[src/rtl/ball_ctrl.sv]
// Game sequencing for the ball block: serve timing, bounce/miss detection, scoring.
// Drives the ball's direction, pause and re-centre inputs. Every output is registered.
module ball_ctrl #(
  parameter int H_MIN      = 10,
  parameter int H_MAX      = 630,
  parameter int V_MIN      = 10,
  parameter int V_MAX      = 470,
  parameter int BALL_SIZE  = 8,
  parameter int PAD_LX     = 20,
  parameter int PAD_RX     = 620,
  parameter int PAD_LEN    = 64,
  parameter int WIN_SCORE  = 7,
  parameter int SERVE_WAIT = 60
) (
  input  logic        clk,
  input  logic        rst,
  input  logic        start_i,
  input  logic [10:0] h_pos_i,
  input  logic [10:0] v_pos_i,
  input  logic [10:0] padl_v_i,
  input  logic [10:0] padr_v_i,
  output logic        dh_o,
  output logic        dv_o,
  output logic        pause_o,
  output logic        ball_rst_o,
  output logic [3:0]  score_l_o,
  output logic [3:0]  score_r_o,
  output logic [1:0]  state_o,
  output logic        winner_o
);

  localparam int CW = (SERVE_WAIT > 1) ? $clog2(SERVE_WAIT) : 1;

  typedef enum logic [2:0] {S_IDLE, S_SERVE, S_PLAY, S_POINT, S_OVER} state_t;

  state_t         state_q;
  logic [1:0]     state_out_q;
  logic [CW-1:0]  cnt_q;
  logic           dh_q, dv_q, pause_q, ball_rst_q, winner_q, last_right_q;
  logic [3:0]     score_l_q, score_r_q;

  // Sums are 12 bits so the far edge of the ball never wraps; bit 10 set means underflow past 0.
  logic [11:0] h_ext, v_ext, h_far, v_far, padl_ext, padr_ext;
  logic        left_miss, right_miss, hit_l, hit_r, hit_top, hit_bot, ovl_l, ovl_r;
  logic [3:0]  scorer_score;

  assign h_ext    = {1'b0, h_pos_i};
  assign v_ext    = {1'b0, v_pos_i};
  assign h_far    = h_ext + 12'(BALL_SIZE);
  assign v_far    = v_ext + 12'(BALL_SIZE);
  assign padl_ext = {1'b0, padl_v_i};
  assign padr_ext = {1'b0, padr_v_i};

  assign ovl_l = (v_far > padl_ext) && (v_ext < padl_ext + 12'(PAD_LEN));
  assign ovl_r = (v_far > padr_ext) && (v_ext < padr_ext + 12'(PAD_LEN));

  assign left_miss  = !dh_q && ((h_ext <= 12'(H_MIN)) || h_pos_i[10]);
  assign right_miss = dh_q && (h_far >= 12'(H_MAX));
  assign hit_l      = !dh_q && (h_ext > 12'(PAD_LX - 4)) && (h_ext <= 12'(PAD_LX)) && ovl_l;
  assign hit_r      = dh_q && (h_far >= 12'(PAD_RX)) && (h_far < 12'(PAD_RX + 4)) && ovl_r;
  assign hit_top    = !dv_q && ((v_ext <= 12'(V_MIN)) || v_pos_i[10]);
  assign hit_bot    = dv_q && (v_far >= 12'(V_MAX));

  assign scorer_score = last_right_q ? score_r_q : score_l_q;

  always_ff @(posedge clk or posedge rst) begin
    if (rst) begin
      state_q      <= S_IDLE;
      state_out_q  <= 2'd0;
      cnt_q        <= '0;
      dh_q         <= 1'b1;
      dv_q         <= 1'b0;
      pause_q      <= 1'b1;
      ball_rst_q   <= 1'b0;
      winner_q     <= 1'b0;
      last_right_q <= 1'b0;
      score_l_q    <= 4'd0;
      score_r_q    <= 4'd0;
    end else begin
      ball_rst_q <= 1'b0;
      case (state_q)
        S_IDLE, S_OVER: begin
          if (start_i) begin
            state_q     <= S_SERVE;
            state_out_q <= 2'd1;
            cnt_q       <= '0;
            dh_q        <= 1'b1;
            dv_q        <= 1'b0;
            ball_rst_q  <= 1'b1;
            winner_q    <= 1'b0;
            score_l_q   <= 4'd0;
            score_r_q   <= 4'd0;
          end
        end
        S_SERVE: begin
          if (cnt_q == CW'(SERVE_WAIT - 1)) begin
            state_q     <= S_PLAY;
            state_out_q <= 2'd2;
            cnt_q       <= '0;
            pause_q     <= 1'b0;
          end else begin
            cnt_q <= cnt_q + CW'(1);
          end
        end
        S_PLAY: begin
          // A miss takes priority over, and suppresses, any bounce this cycle.
          if (left_miss) begin
            score_r_q    <= score_r_q + 4'd1;
            last_right_q <= 1'b1;
            pause_q      <= 1'b1;
            state_q      <= S_POINT;
          end else if (right_miss) begin
            score_l_q    <= score_l_q + 4'd1;
            last_right_q <= 1'b0;
            pause_q      <= 1'b1;
            state_q      <= S_POINT;
          end else begin
            if (hit_l) dh_q <= 1'b1;
            else if (hit_r) dh_q <= 1'b0;
            if (hit_top) dv_q <= 1'b1;
            else if (hit_bot) dv_q <= 1'b0;
          end
        end
        S_POINT: begin
          if (scorer_score == 4'(WIN_SCORE)) begin
            state_q     <= S_OVER;
            state_out_q <= 2'd3;
            winner_q    <= last_right_q;
          end else begin
            state_q     <= S_SERVE;
            state_out_q <= 2'd1;
            cnt_q       <= '0;
            ball_rst_q  <= 1'b1;
            dh_q        <= ~last_right_q;
            dv_q        <= ~dv_q;
          end
        end
        default: begin
          state_q     <= S_IDLE;
          state_out_q <= 2'd0;
          pause_q     <= 1'b1;
        end
      endcase
    end
  end

  assign dh_o       = dh_q;
  assign dv_o       = dv_q;
  assign pause_o    = pause_q;
  assign ball_rst_o = ball_rst_q;
  assign score_l_o  = score_l_q;
  assign score_r_o  = score_r_q;
  assign state_o    = state_out_q;
  assign winner_o   = winner_q;

endmodule
[config.mk]
export PLATFORM = sky130hd
export DESIGN_NAME = ball_ctrl
export DESIGN_NICKNAME = d
export VERILOG_FILES = /design/src/rtl/ball_ctrl.sv
export SDC_FILE = /design/constraint.sdc
export NUM_CORES = 1
export LEC_CHECK = 0
export CAP_MARGIN = 10
export CORE_UTILIZATION = 49
export CTS_CLUSTER_DIAMETER = 30
export CTS_CLUSTER_SIZE = 16
export DETAILED_ROUTE_END_ITERATION = 8
export HOLD_SLACK_MARGIN = 0.08
export PLACE_DENSITY = 0.77
export SLEW_MARGIN = 20
export SYNTH_ARGS = -nofsm -noshare
export SYNTH_HDL_FRONTEND = slang
export SYNTH_SLANG_ARGS = --single-unit
[constraint.sdc]
create_clock -name clk -period 2.11 [get_ports clk]
set_clock_uncertainty 0.2 [all_clocks]
set_input_delay 0.211 -clock clk [delete_from_list [all_inputs] [get_ports clk]]
set_output_delay 0.211 -clock clk [all_outputs]
set_load 0.005 [all_outputs]
== After elaboration in Yosys (flattened, before gate mapping) ==
Index checks and enable logic that the tools add are counted.
W data, S select, Z words.

* Reductions and logical operators: 34
* $add $sub $neg: 7
* Order comparisons: 12
* Mux-type cells: 46
* Bitwise logic cells: 4
* Eq/ne operators: 17

{| class="wikitable"
|+ Operators with widths
! cell !! count
|-
| $add A11 B4 Y12 const B || 2
|-
| $add A11 B7 Y12 const B || 2
|-
| $ge A12 B10 Y1 const B || 2
|-
| $gt A12 B11 Y1 || 2
|-
| $lt A11 B12 Y1 || 2
|-
| $le A11 B4 Y1 const B || 2
|-
| $mux W1 || 20
|-
| $mux W4 || 5
|-
| $mux W6 || 3
|-
| $pmux W6 S3 || 1
|-
| $reduce_and A3 Y1 || 6
|-
| $ne A2 B2 Y1 const B || 8
|-
| $pmux W4 S2 || 2
|-
| $mux W3 || 5
|-
| $ge A12 B9 Y1 const B || 1
|-
| $logic_and A1 B1 Y1 || 12
|-
| $lt A12 B10 Y1 const B || 1
|-
| $pmux W3 S4 || 1
|-
| $reduce_and A6 Y1 || 2
|-
| $gt A11 B5 Y1 const B || 1
|-
| $le A11 B5 Y1 const B || 1
|-
| $ne A3 B3 Y1 const B || 3
|-
| $pmux W1 S3 || 3
|-
| $add A4 B1 Y4 const B || 2
|-
| other kinds (19) || 31
|}

* Output and inout bits: 15
* Flip-flop bits (word level): 25
* Word-level logic and storage cells: 131
* Input port bits: 47

== Depth between registers and ports, before layout ==
Gate-level depths: netlist of run 1.

* Depth after elaboration: 10
* Mapped depth: 11
* Depth with buffers taken out: 11

== Least setup slack after synthesis of run 1 ==
No wires, ideal clock.

* Path type: input -> register
* Start point: in v_pos_i[5]
* End point: reg dh_q (netlist: dh_o)
* Required time: 1,830 ps
* Setup time: 80 ps
* Path buffers: 0
* Arrival time: 2,013 ps
* Stages: 10
* Setup slack: -182 ps
* Cells stage by stage: and4_1 -> nand4_1 -> xnor2_1 -> ha_1 -> and3_1 -> nand4_1 -> nand4_1 -> a2111oi_0 -> o21ai_1 -> a32o_1

* Cells in the longest elaborated chain, start to end: 8
* Elaborated cells on any way between the ends: 15
* Those cells by class: add/sub (1); order compare (4); eq/ne (1); mux (4); reduce/logical (5)

{| class="wikitable"
|+ Ends and longest elaborated chain
! element !! RTL line !! RTL
|-
| start: declaration || 19 || <nowiki>input logic [10:0] v_pos_i,</nowiki>
|-
| $add A11 B4 Y12 || 50 || <nowiki>assign v_far = v_ext + 12'(BALL_SIZE);</nowiki>
|-
| $gt A12 B11 Y1 || 54 || <nowiki>assign ovl_l = (v_far > padl_ext) && (v_ext < padl_ext + 12'(PAD_LEN));</nowiki>
|-
| $logic_and A1 B1 Y1 || 54 ||
|-
| $logic_and A1 B1 Y1 || 59 || <nowiki>assign hit_l = !dh_q && (h_ext > 12'(PAD_LX - 4)) && (h_ext <= 12'(PAD_LX)) && ovl_l;</nowiki>
|-
| $mux W1 || 118 || <nowiki>if (hit_l) dh_q <= 1'b1;</nowiki>
|-
| $mux W1 || 112 || <nowiki>end else if (right_miss) begin</nowiki>
|-
| $mux W1 || 107 || <nowiki>if (left_miss) begin</nowiki>
|-
| $pmux W1 S3 || 81 || <nowiki>case (state_q)</nowiki>
|-
| end signal: assignment || 134 || <nowiki>dh_q <= ~last_right_q;</nowiki>
|-
| end: declaration || 39 || <nowiki>logic dh_q, dv_q, pause_q, ball_rst_q, winner_q, last_right_q;</nowiki>
|}

Several ways; a longest one is shown, not always the timed one. The select of a mux whose other input is x is not followed.
A chain may end at the register's enable or synchronous reset.

== Worst setup path after layout of run 1 ==
* Start point: in padl_v_i[7]
* End point: reg dh_q (netlist: dh_o)

* Cells in the longest elaborated chain, start to end: 8
* Elaborated cells on any way between the ends: 11
* Those cells by class: add/sub (1); order compare (2); eq/ne (1); mux (4); reduce/logical (3)

{| class="wikitable"
|+ Ends and longest elaborated chain
! element !! RTL line !! RTL
|-
| start: declaration || 20 || <nowiki>input logic [10:0] padl_v_i,</nowiki>
|-
| $add A11 B7 Y12 || 54 ||
|-
| $lt A11 B12 Y1 || 54 ||
|-
| $logic_and A1 B1 Y1 (*) || 54 ||
|-
| $logic_and A1 B1 Y1 (*) || 59 ||
|-
| $mux W1 || 118 ||
|-
| $mux W1 || 112 ||
|-
| $mux W1 || 107 ||
|-
| $pmux W1 S3 || 81 ||
|}

Every way passes the cells marked *; elsewhere a longest branch is shown, timed or not. The select of a mux whose other input is x is not followed.

==> metrics, run 1 <==
max frequency 0.4394 GHz; failing checks setup timing; number of synthesized flops with an enable pin 0; final hold vios 0; Filler cells 335; ranking of synthesized cells by area ha_1 21%, dfrtp_1 20%, nand3_1 4.5%; DR top layer met4; critical path depth in cells 12; commonest cells in the synthesized netlist 50 x ha_1, 33 x inv_1, 28 x nand2_1, 26 x nand3_1, 25 x nor2_1; worst reg2reg startpoint dh_o; Worst Path Max Fanout 2; hold-fix buffers at CTS 0; total die area 6254 um^2; fin crit share 107.9%; Sw Share 40.79%; NetSw 1.089 mW; clock sink count 25; FFs w/ async S/R, synth 100.0%; total number of yosys warnings 0; depth of the CTS H-tree 1; total CTS buffers 3; Slew HR 55.63%; clk root buf clkbuf_8; total congestion overflow 0; leading area contributor after synthesis ha_1; Die Height 79.09 um; CP max-delay cell o41ai_4; count leader, synth ha_1; worst min path class input port to async pin; first-pass GRT wire length 15,220 um; Max Buffers Root-to-Sink 2; final max-slew violation count 0; Critical Path End dh_o; Metal-1 WL 4018 um; Cell Pwr Density 567.9 nW/um^2; ys flop type dfrtp_1; WS Path Type input port to flip-flop; reg2reg setup slack -0.08 ns; Ant. Diodes 0; # nets final 612; Max-cap violations 0; WL met3 between 500 and 600 um; leak pwr 2.222 nW; Syn Std Cell Area 2912 um^2; final worst slack -0.1656 ns; Worst setup EP type flip-flop; crit path buf inv count 2; crit path time final 2.276 ns; Post-Place Cells 568; share of the yosys chip area belonging to registers 21.57%; DRT Pass-1 Iters 5; vias in the first global route 3,420; CP startpoint kind input port; required time worst endpoint 2.13 ns; Final setup viols 1; cell internal pwr 1.581 mW; initial antenna violation count 0; Setup TNS Final -0.1656 ns; post-synthesis cell type count between 60 and 70; status finished with violations; met2 routed WL 4770 um; Worst R2R Path Depth 7; worst r2r dst dh_o; Mapped Nets 456; Flop pwr share 29.1%; Initial Util 51.92%; post-synthesis register bit count 25; Synth-to-Final Area Change 61.45%; RSZ-0062 raised after global routing yes; largest net degree at the start of global routing 26; port bufs 61; gr usage total between 30% and 40%; fin cells about 600; worst skew pair latency 0.28 ns; drc violations 0; drt total wl 9547 um; Routed WL per cell 16.29 um; FP Rows 27; max incr delay on CP 0.35 ns; Combinational Power Share 59.6%; clock power share 11.3%; initial drt markers 231; vias 3,393; GP Congestion about 0.9; Die W around 79 um; Post-DP HPWL 6924 um; Via density 5.790; worst path arrival time 2.29 ns; Synth Area per Inst 8.110 um^2; Worst-Margin Slew 0.6599 ns; I/O pin cnt 62; family with the most delay on the worst path compound AO/OA/AOI/OAI gates; Yosys top cell area share 21.49%; post-synthesis cell count 359; worst path cell trace buf_2 -> ha_4 -> buf_4 -> nand3_1 -> xnor2_1 -> ha_1 -> a21oi_2 -> a31oi_4 -> o41ai_4 -> o211a_1 -> o21ai_1 -> a32o_1; VDD IR max between 500 and 600 uV; Post-DRT Antenna Nets 0; Critical Path Start padl_v_i[7]; fraction of layout cells with a size suffix above 1 35.02%; CTS tree built; area of the core 5608 um^2; CTS clk-pin slew, worst paths 0.10 ns
## per-stage QoR
step           hold slack [ns]  power [mW]  util [%]  setup WS [ns]  cell area, um^2
2_1_floorplan          0.03684       1.458         -       -0.06158             2958
3_3_place_gp            0.2730       2.103     75.55        -0.7549             4237
3_5_place_dp            0.3110       2.172     75.55        -0.8614             4237
4_1_cts                0.09044       2.573     82.11       -0.03468             4604
5_1_grt                 0.1175       2.855     83.82        -0.2257             4701
6_report               0.08314       2.670     83.82        -0.1656             4701
## area by class of cell
class / count / area [um^2] / area share, %
clock buffer: 3 / 41.29 / 0.8784
clock inverter: 1 / 5.005 / 0.1065
inverter: 33 / 123.9 / 2.635
multi-input combinational: 296 / 2516 / 53.53
sequential: 25 / 628.1 / 13.36
tap: 72 / 90.09 / 1.916
timing repair buffer: 156 / 1296 / 27.58
## logic make-up (layout without fill, tap and decap cells)
family | Yosys count | count (layout) | share of synthesized area (%)
simple gates | 133 | 133 | 23.89
fa+ha+maj | 50 | 50 | 21.49
flops | 25 | 25 | 21.57
xor+xnor | 17 | 17 | 5.114
compound gates | 93 | 93 | 21.62
buf+inv | 38 | 193 | 5.286
mux | 3 | 3 | 1.031
## registers in the layout, indices dropped and copies added, names as in the netlist
signal and cells:
state_o 2, ball_rst_o 1, cnt_q 6, dv_o 1
dh_o 1, pause_o 1, score_r_o 4, state_q 3
winner_o 1, last_right_q 1, score_l_o 4
## power by group through the flow
stage	registers [mW]	logic (mW)	clock network [mW]
after global placement	0.765	1.34	0
after CTS	0.769	1.51	0.295
after global routing	0.794	1.74	0.320
after detailed placement	0.778	1.39	0
final	0.777	1.59	0.301
after floorplan	0.734	0.724	0
## placed cells by master (no fill, tap or decap), drive strengths merged, types with 3 or more instances in the layout
cell type / synthesis / final
nand4: 9 / 9
nor4: 5 / 5
clkdlybuf4s50: 0 / 31
nor2: 25 / 25
ha: 50 / 50
a21boi: 4 / 4
inv: 33 / 33
a211oi: 5 / 5
dlymetal6s2s: 0 / 5
nand2: 29 / 29
xnor2: 12 / 12
o21ai: 22 / 22
nand3: 26 / 26
xor2: 5 / 5
a31oi: 5 / 5
nand3b: 3 / 3
dfrtp: 23 / 23
nand2b: 4 / 4
buf: 4 / 105
and3: 9 / 9
clkdlybuf4s15: 0 / 3
dlygate4sd2: 0 / 12
a21o: 4 / 4
o31ai: 4 / 4
nor3: 7 / 7
mux2i: 3 / 3
clkbuf: 1 / 3
a21oi: 24 / 24
and2: 3 / 3
## worst register-to-register path, delay by kind of cell (launching register included)
family / cells / cell delay (ns)
AO/OA/AOI/OAI: 4 / 0.94
AND/OR/NAND/NOR: 2 / 0.43
flip-flops: 1 / 0.39
buffers and inverters: 1 / 0.17
## timing repair
action | 4_1_cts | 5_1_grt
pin swaps | 52 | 15
endpoints found under the setup margin | 13 | 11
setup buffers | 10 | 4
gates resized for setup | 112 | 18
## per-layer routing
metal	vias up	global-route usage (%)
li1	1631	-
met1	1598	36.15
met2	135	55.95
met3	29	4.828
met4	0	7.455
met5	-	0
## worst min path at each step
stage                        start           end  depth (start not counted)
after floorplan                rst    ball_rst_o                          1
after global placement    cnt_q[5]      cnt_q[5]                          1
after detailed placement  cnt_q[5]      cnt_q[5]                          1
after CTS                      rst  score_r_o[2]                          3
after global routing           rst      cnt_q[4]                          3
final                          rst  score_r_o[3]                          3
Power figures use the tool's default switching activity.
==> run 2: changes to the inputs <==
--- a/config.mk
+++ b/config.mk
@@ -12,7 +12,8 @@
 export DETAILED_ROUTE_END_ITERATION = 8
 export HOLD_SLACK_MARGIN = 0.08
 export PLACE_DENSITY = 0.77
-export SLEW_MARGIN = 20
+export SETUP_SLACK_MARGIN = 0.4
+export SLEW_MARGIN = 15
 export SYNTH_ARGS = -nofsm -noshare
 export SYNTH_HDL_FRONTEND = slang
 export SYNTH_SLANG_ARGS = --single-unit
==> metrics, run 2 (synthesis results as in run 1) <==
status finished with violations (unchanged); failing checks setup timing (unchanged); area of the core 5608 um^2 (unchanged); CP max-delay cell o21ai_0 (was o41ai_4); # nets final 633 (was 612); gr usage total 35.05% (was 30.28%); worst skew pair latency 0.29 ns (was 0.28 ns); Top reg by flops cnt_q (unchanged); drc violations 0 (unchanged); initial antenna violation count 0 (unchanged); worst reg2reg startpoint state_q[1] (was dh_o); initial drt markers 448 (was 231); crit path buf inv count 2 (unchanged); most frequent cells in the layout 97 x buf_4, 40 x ha_1, 25 x inv_1 (was 91 x buf_4, 38 x ha_1, 31 x clkdlybuf4s50_1); worst path arrival time 2.45 ns (was 2.29 ns); FP Rows 27 (unchanged); vias in the first global route 3,738 (was 3,420); Routed WL per cell 23.29 um (was 16.29 um); family with the most delay on the worst path compound AO/OA/AOI/OAI gates (unchanged); DRT Pass-1 Iters 8 (was 5); Post-DRT Antenna Nets 0 (unchanged); worst r2r dst dv_o (was dh_o); total die area 6254 um^2 (unchanged); RSZ-0062 raised after global routing yes (unchanged); Flop pwr share 22.9% (was 29.1%); Worst setup EP type flip-flop (unchanged); Synth-to-Final Area Change 78.64% (was 61.45%); Post-DP HPWL 6935 um (was 6924 um); leak pwr 2.472 nW (was 2.222 nW); vias 4,151 (was 3,393); Initial Util 51.92% (unchanged); worst path cell trace buf_4 -> buf_4 -> nand3_1 -> xnor2_2 -> ha_1 -> nand2_1 -> o21ai_0 -> o21ai_2 -> a2111oi_4 -> o21ai_2 -> a32o_1 (was buf_2 -> ha_4 -> buf_4 -> nand3_1 -> xnor2_1 -> ha_1 -> a21oi_2 -> a31oi_4 -> o41ai_4 -> o211a_1 -> o21ai_1 -> a32o_1); final hold vios 0 (unchanged); clk root buf clkbuf_8 (unchanged); CTS tree built (unchanged); CTS clk-pin slew, worst paths 0.12 ns (was 0.10 ns); Placed Instance Area 4248 um^2 (was 4237 um^2); Worst R2R Path Depth 8 (was 7); Worst-Margin Slew 0.4087 ns (was 0.6599 ns); Final Power 3.555 mW (was 2.670 mW); total CTS buffers 3 (unchanged); Hold Startpoint pause_o; Cell Pwr Density 683.4 nW/um^2 (was 567.9 nW/um^2); Combinational Power Share 67.5% (was 59.6%); Hold EP pause_o; Finished Cell Area 5201 um^2 (was 4701 um^2); drt total wl 14,140 um (was 9547 um); Final setup viols 3 (was 1); clock power share 9.6% (was 11.3%); Ant. Diodes 0 (unchanged); crit path time final 2.412 ns (was 2.276 ns); Max-cap violations 0 (unchanged); Worst Path Max Fanout 5 (was 2); final max-slew violation count 0 (unchanged); most common cell after layout, fill and taps aside buf_4 (unchanged); Post-Place Cells 560 (was 568); required time worst endpoint 2.15 ns (was 2.13 ns); Placement Setup Slack -0.8296 ns (was -0.8614 ns); fraction of layout cells with a size suffix above 1 45.98% (was 35.02%); WS Path Type input port to flip-flop (unchanged); fin cells 607 (was 586); clock sink count 25 (unchanged); reg2reg setup slack -0.20 ns (was -0.08 ns); Via density 6.839 (was 5.790); port bufs 61 (unchanged); Max Buffers Root-to-Sink 2 (unchanged); fin crit share 114.3% (was 107.9%); Die W 79.09 um (unchanged); depth of the CTS H-tree 1 (unchanged); Sw Share 44.46% (was 40.79%); hold slack 0.3475 ns (was 0.08314 ns); max reg flops 6 (unchanged); max frequency 0.4146 GHz (was 0.4394 GHz); I/O pin cnt 62 (unchanged); first-pass GRT wire length 17,150 um (was 15,220 um); total congestion overflow 0 (unchanged); final worst slack -0.3018 ns (was -0.1656 ns); GP Congestion 0.8677 (was 0.8943); hold depth 1; Slew HR 72.46% (was 55.63%); CP startpoint kind input port (unchanged); max incr delay on CP 0.39 ns (was 0.35 ns); Die Height 79.09 um (unchanged); worst min path class flip-flop to flip-flop (was input port to async pin); VDD IR max 693.9 uV (was 586.1 uV); NetSw 1.581 mW (was 1.089 mW); cell internal pwr 1.974 mW (was 1.581 mW); largest net degree at the start of global routing 26 (unchanged)
-- run 2: cell types whose count changed in the layout (fill, tap and decap cells not counted), moves of 5 or more --
cell / previous run / this run
buf_6: 5 / 20
clkdlybuf4s50_1: 31 / 21
o21ai_0: 18 / 10
o21ai_2: 1 / 9
buf_4: 91 / 97
nor2_4: 0 / 6
buf_2: 9 / 4
dlygate4sd2_1: 12 / 17
nor2_1: 23 / 18
-- run 2: metal layers --
metal	up-vias	global-route usage (%)	routed length, um
met5	-	0	0
met4	0	16.00	1242
met3	144	5.172	1377
met2	417	65.95	6678
met1	1907	38.25	4839
li1	1683	-	-
-- run 2: per-stage QoR --
| stage | setup TNS, ns | util [%] |
|---|---|---|
| 2_1_floorplan | -0.06152 | - |
| 3_3_place_gp | -7.188 | 75.75 |
| 6_report | -0.5083 | 92.75 |
| 3_5_place_dp | -7.625 | 75.75 |
| 4_1_cts | -0.009666 | 85.65 |
| 5_1_grt | -0.4613 | 92.75 |
-- run 2: worst max path at each step --
stage          endpoint  depth (start not counted)       start  slack, ns
2_1_floorplan      dh_o                          9  v_pos_i[8]      -0.06
3_3_place_gp       dh_o                         12  v_pos_i[3]      -0.74
3_5_place_dp       dh_o                         12  v_pos_i[3]      -0.83
4_1_cts            dh_o                         10  v_pos_i[5]      -0.01
5_1_grt            dh_o                         13  v_pos_i[4]      -0.34
6_report           dh_o                         11  v_pos_i[4]      -0.30
-- run 2: power by group through the flow --
stage	combinational, mW	clock [mW]	sequential (mW)
after floorplan	0.767	0	0.742
after global placement	1.29	0	0.792
after detailed placement	1.34	0	0.797
after CTS	1.70	0.305	0.764
after global routing	2.50	0.343	0.824
final	2.40	0.342	0.813
-- run 2: what timing repair did --
item,CTS,global route
setup endpoints to repair,24,26
buffers inserted,19,23
gates cloned,0,0
resized for setup,187,50
pin swaps,75,26
hold endpoints to repair,13,0
hold buffers,1,0
-- run 2: cell type report --
class	instances	area, um^2
Fill cell	182	406.6
Tap cell	72	90.09
Timing Repair Buffer	177	1562
Multi-Input combinational cell	296	2744
Clock inverter	1	7.507
Inverter	33	123.9
Clock buffer	3	41.29
Sequential cell	25	633.1
==> run 3: changes to the inputs <==
--- a/config.mk
+++ b/config.mk
@@ -6,7 +6,10 @@
 export NUM_CORES = 1
 export LEC_CHECK = 0
 export CAP_MARGIN = 10
+export CORE_ASPECT_RATIO = 0.9
+export CORE_MARGIN = 10
 export CORE_UTILIZATION = 49
+export CTS_BUF_LIST = sky130_fd_sc_hd__clkbuf_2
 export CTS_CLUSTER_DIAMETER = 30
 export CTS_CLUSTER_SIZE = 16
 export DETAILED_ROUTE_END_ITERATION = 8
==> metrics, run 3 (synthesis results as in run 1) <==
status finished with violations (unchanged); failing checks setup timing (unchanged); GRT met3 Usage 4.857% (was 5.172%); worst reg2reg startpoint state_q[2] (was state_q[1]); Sw Share 44.24% (was 44.46%); max incr delay on CP 0.49 ns (was 0.39 ns); cell internal pwr 1.675 mW (was 1.974 mW); RSZ-0062 raised after global routing yes (unchanged); Synth-to-Final Area Change 68.33% (was 78.64%); most frequent cells in the layout 96 x buf_4, 40 x ha_1, 30 x dlygate4sd2_1 (was 97 x buf_4, 40 x ha_1, 25 x inv_1); Worst R2R Path Depth 6 (was 8); CP max-delay cell clkdlybuf4s50_1 (was o21ai_0); CP startpoint kind input port (unchanged); reg2reg setup slack -0.03 ns (was -0.20 ns); final worst slack -0.02788 ns (was -0.3018 ns); Placed Instance Area 4193 um^2 (was 4248 um^2); max frequency 0.4678 GHz (was 0.4146 GHz); VDD IR max 829.4 uV (was 693.9 uV); NetSw 1.329 mW (was 1.581 mW); Final setup viols 2 (was 3); drt total wl 11,890 um (was 14,140 um); gr usage total 22.34% (was 35.05%); clock sink count 25 (unchanged); global-route met2 utilization 39.85% (was 65.95%); Max-cap violations 0 (unchanged); total congestion overflow 0 (unchanged); final max-slew violation count 0 (unchanged); Finished Cell Area 4901 um^2 (was 5201 um^2); Post-DRT Antenna Nets 0 (unchanged); initial antenna violation count 0 (unchanged); I/O pin cnt 62 (unchanged); GP Congestion 0.8505 (was 0.8677); total die area 9430 um^2 (was 6254 um^2); Die W 101.3 um (was 79.09 um); met1 GRT Util 25.69% (was 38.25%); worst min path class input port to flip-flop (was flip-flop to flip-flop); final hold vios 0 (unchanged); Slew HR 75.70% (was 72.46%); crit path buf inv count 1 (was 2); Die Height 93.13 um (was 79.09 um); total CTS buffers 3 (unchanged); first-pass GRT wire length 18,010 um (was 17,150 um); most common cell after layout, fill and taps aside buf_4 (unchanged); CTS tree built (unchanged); initial drt markers 288 (was 448); Cell Pwr Density 612.9 nW/um^2 (was 683.4 nW/um^2); Routed WL per cell 19.85 um (was 23.29 um); hold depth 7 (was 1); port bufs 61 (unchanged); largest net degree at the start of global routing 26 (unchanged); Placement Setup Slack -0.8611 ns (was -0.8296 ns); vias in the first global route 3,833 (was 3,738); Worst Path Max Fanout 4 (was 5); Worst-Margin Slew 0.3646 ns (was 0.4087 ns); Post-DP HPWL 7346 um (was 6935 um); vias 3,732 (was 4,151); leak pwr 2.360 nW (was 2.472 nW); required time worst endpoint 2.18 ns (was 2.15 ns); clock power share 7.1% (was 9.6%); Worst setup EP type flip-flop (unchanged); GR peak layer met2 (unchanged); area of the core 5725 um^2 (was 5608 um^2); max reg flops 6 (unchanged); Max Buffers Root-to-Sink 2 (unchanged); crit path time final 2.138 ns (was 2.412 ns); FP Rows 26 (was 27); worst path arrival time 2.21 ns (was 2.45 ns); drc violations 0 (unchanged); Flop pwr share 26.4% (was 22.9%); Initial Util 50.85% (was 51.92%); CTS clk-pin slew, worst paths 0.29 ns (was 0.12 ns); fin util 85.60% (was 92.75%); worst r2r dst dv_o (unchanged); Via density 6.230 (was 6.839); DRT Pass-1 Iters 5 (was 8); Ant. Diodes 0 (unchanged); fraction of layout cells with a size suffix above 1 39.89% (was 45.98%); Hold Startpoint h_pos_i[3] (was pause_o); Hold EP dh_o (was pause_o); WS Path Type input port to flip-flop (unchanged); depth of the CTS H-tree 1 (unchanged); worst skew pair latency 0.41 ns (was 0.29 ns); CP most frequent cell a31oi_1; family with the most delay on the worst path compound AO/OA/AOI/OAI gates (unchanged); # nets final 627 (was 633); fin crit share 101.3% (was 114.3%); Final Power 3.004 mW (was 3.555 mW); clk root buf clkbuf_2 (was clkbuf_8); Combinational Power Share 66.5% (was 67.5%); worst path cell trace clkdlybuf4s50_1 -> nor2_1 -> a21boi_0 -> o41ai_2 -> a21bo_4 -> a211oi_4 -> a31oi_1 -> a31oi_1 (was buf_4 -> buf_4 -> nand3_1 -> xnor2_2 -> ha_1 -> nand2_1 -> o21ai_0 -> o21ai_2 -> a2111oi_4 -> o21ai_2 -> a32o_1); Top reg by flops cnt_q (unchanged)
run 3: changes by cell type in the layout (fill, tap and decap cells not counted), sizes merged:
cell | before | now
clkbuf | 4 | 3
clkdlybuf4s15 | 6 | 4
buf | 127 | 118
dlygate4sd2 | 17 | 30
dlymetal6s2s | 4 | 2
clkdlybuf4s50 | 21 | 16
run 3: worst min-delay path, delay by kind of cell:
family	cells	cell delay, ns
AOI/OAI and AO/OA	3	0.30
buffers and inverters	2	0.24
and+or+nand+nor	2	0.17
run 3: layout make-up:
class | instances | area [um^2]
inverter | 33 | 123.9
clock buffer | 3 | 15.01
clock inverter | 1 | 7.507
sequential | 25 | 633.1
fill | 305 | 824.5
timing repair buffer | 171 | 1470
tap | 70 | 87.58
multi-input combinational | 296 | 2564
run 3: worst max path at each step:
| stage | start | to | slack [ns] | cells past startpoint |
|---|---|---|---|---|
| detailed placement | v_pos_i[4] | dh_o | -0.86 | 12 |
| finish | h_pos_i[0] | dv_o | -0.03 | 8 |
| global placement | v_pos_i[6] | dh_o | -0.74 | 11 |
| CTS | v_pos_i[5] | dh_o | 0.10 | 11 |
| floorplan | v_pos_i[8] | dh_o | -0.06 | 9 |
| global route | v_pos_i[5] | dh_o | -0.08 | 11 |
run 3: routing by layer:
layer / routed length [um] / vias up
met3: 965 / 60
met2: 5905 / 222
li1: - / 1667
met5: 0 / -
met1: 4550 / 1783
met4: 471 / 0
run 3: stage by stage:
| stage | TNS, ns | hold WS (ns) | std cells |
|---|---|---|---|
| 3_3_place_gp | -7.088 | 0.2691 | 551 |
| 5_1_grt | -0.1498 | 0.3309 | 599 |
| 3_5_place_dp | -7.937 | 0.2721 | 551 |
| 2_1_floorplan | -0.06152 | 0.03684 | 359 |
| 4_1_cts | 0 | 0.2826 | 592 |
| 6_report | -0.04168 | 0.3170 | 599 |
run 3: power groups by stage:
stage	Clock [mW]	Combinational [mW]	Sequential [mW]
2_1_floorplan	0	0.767	0.742
3_3_place_gp	0	1.28	0.796
3_5_place_dp	0	1.34	0.803
4_1_cts	0.205	1.69	0.766
5_1_grt	0.227	2.12	0.808
6_report	0.212	2.00	0.793
run 3: timing repair:
item | 4_1_cts | 5_1_grt
hold endpoints to repair | 23 | 0
resized for setup | 156 | 33
setup buffers | 36 | 7
pin swaps | 63 | 12
setup endpoints to repair | 37 | 26
hold buffers | 1 | 0
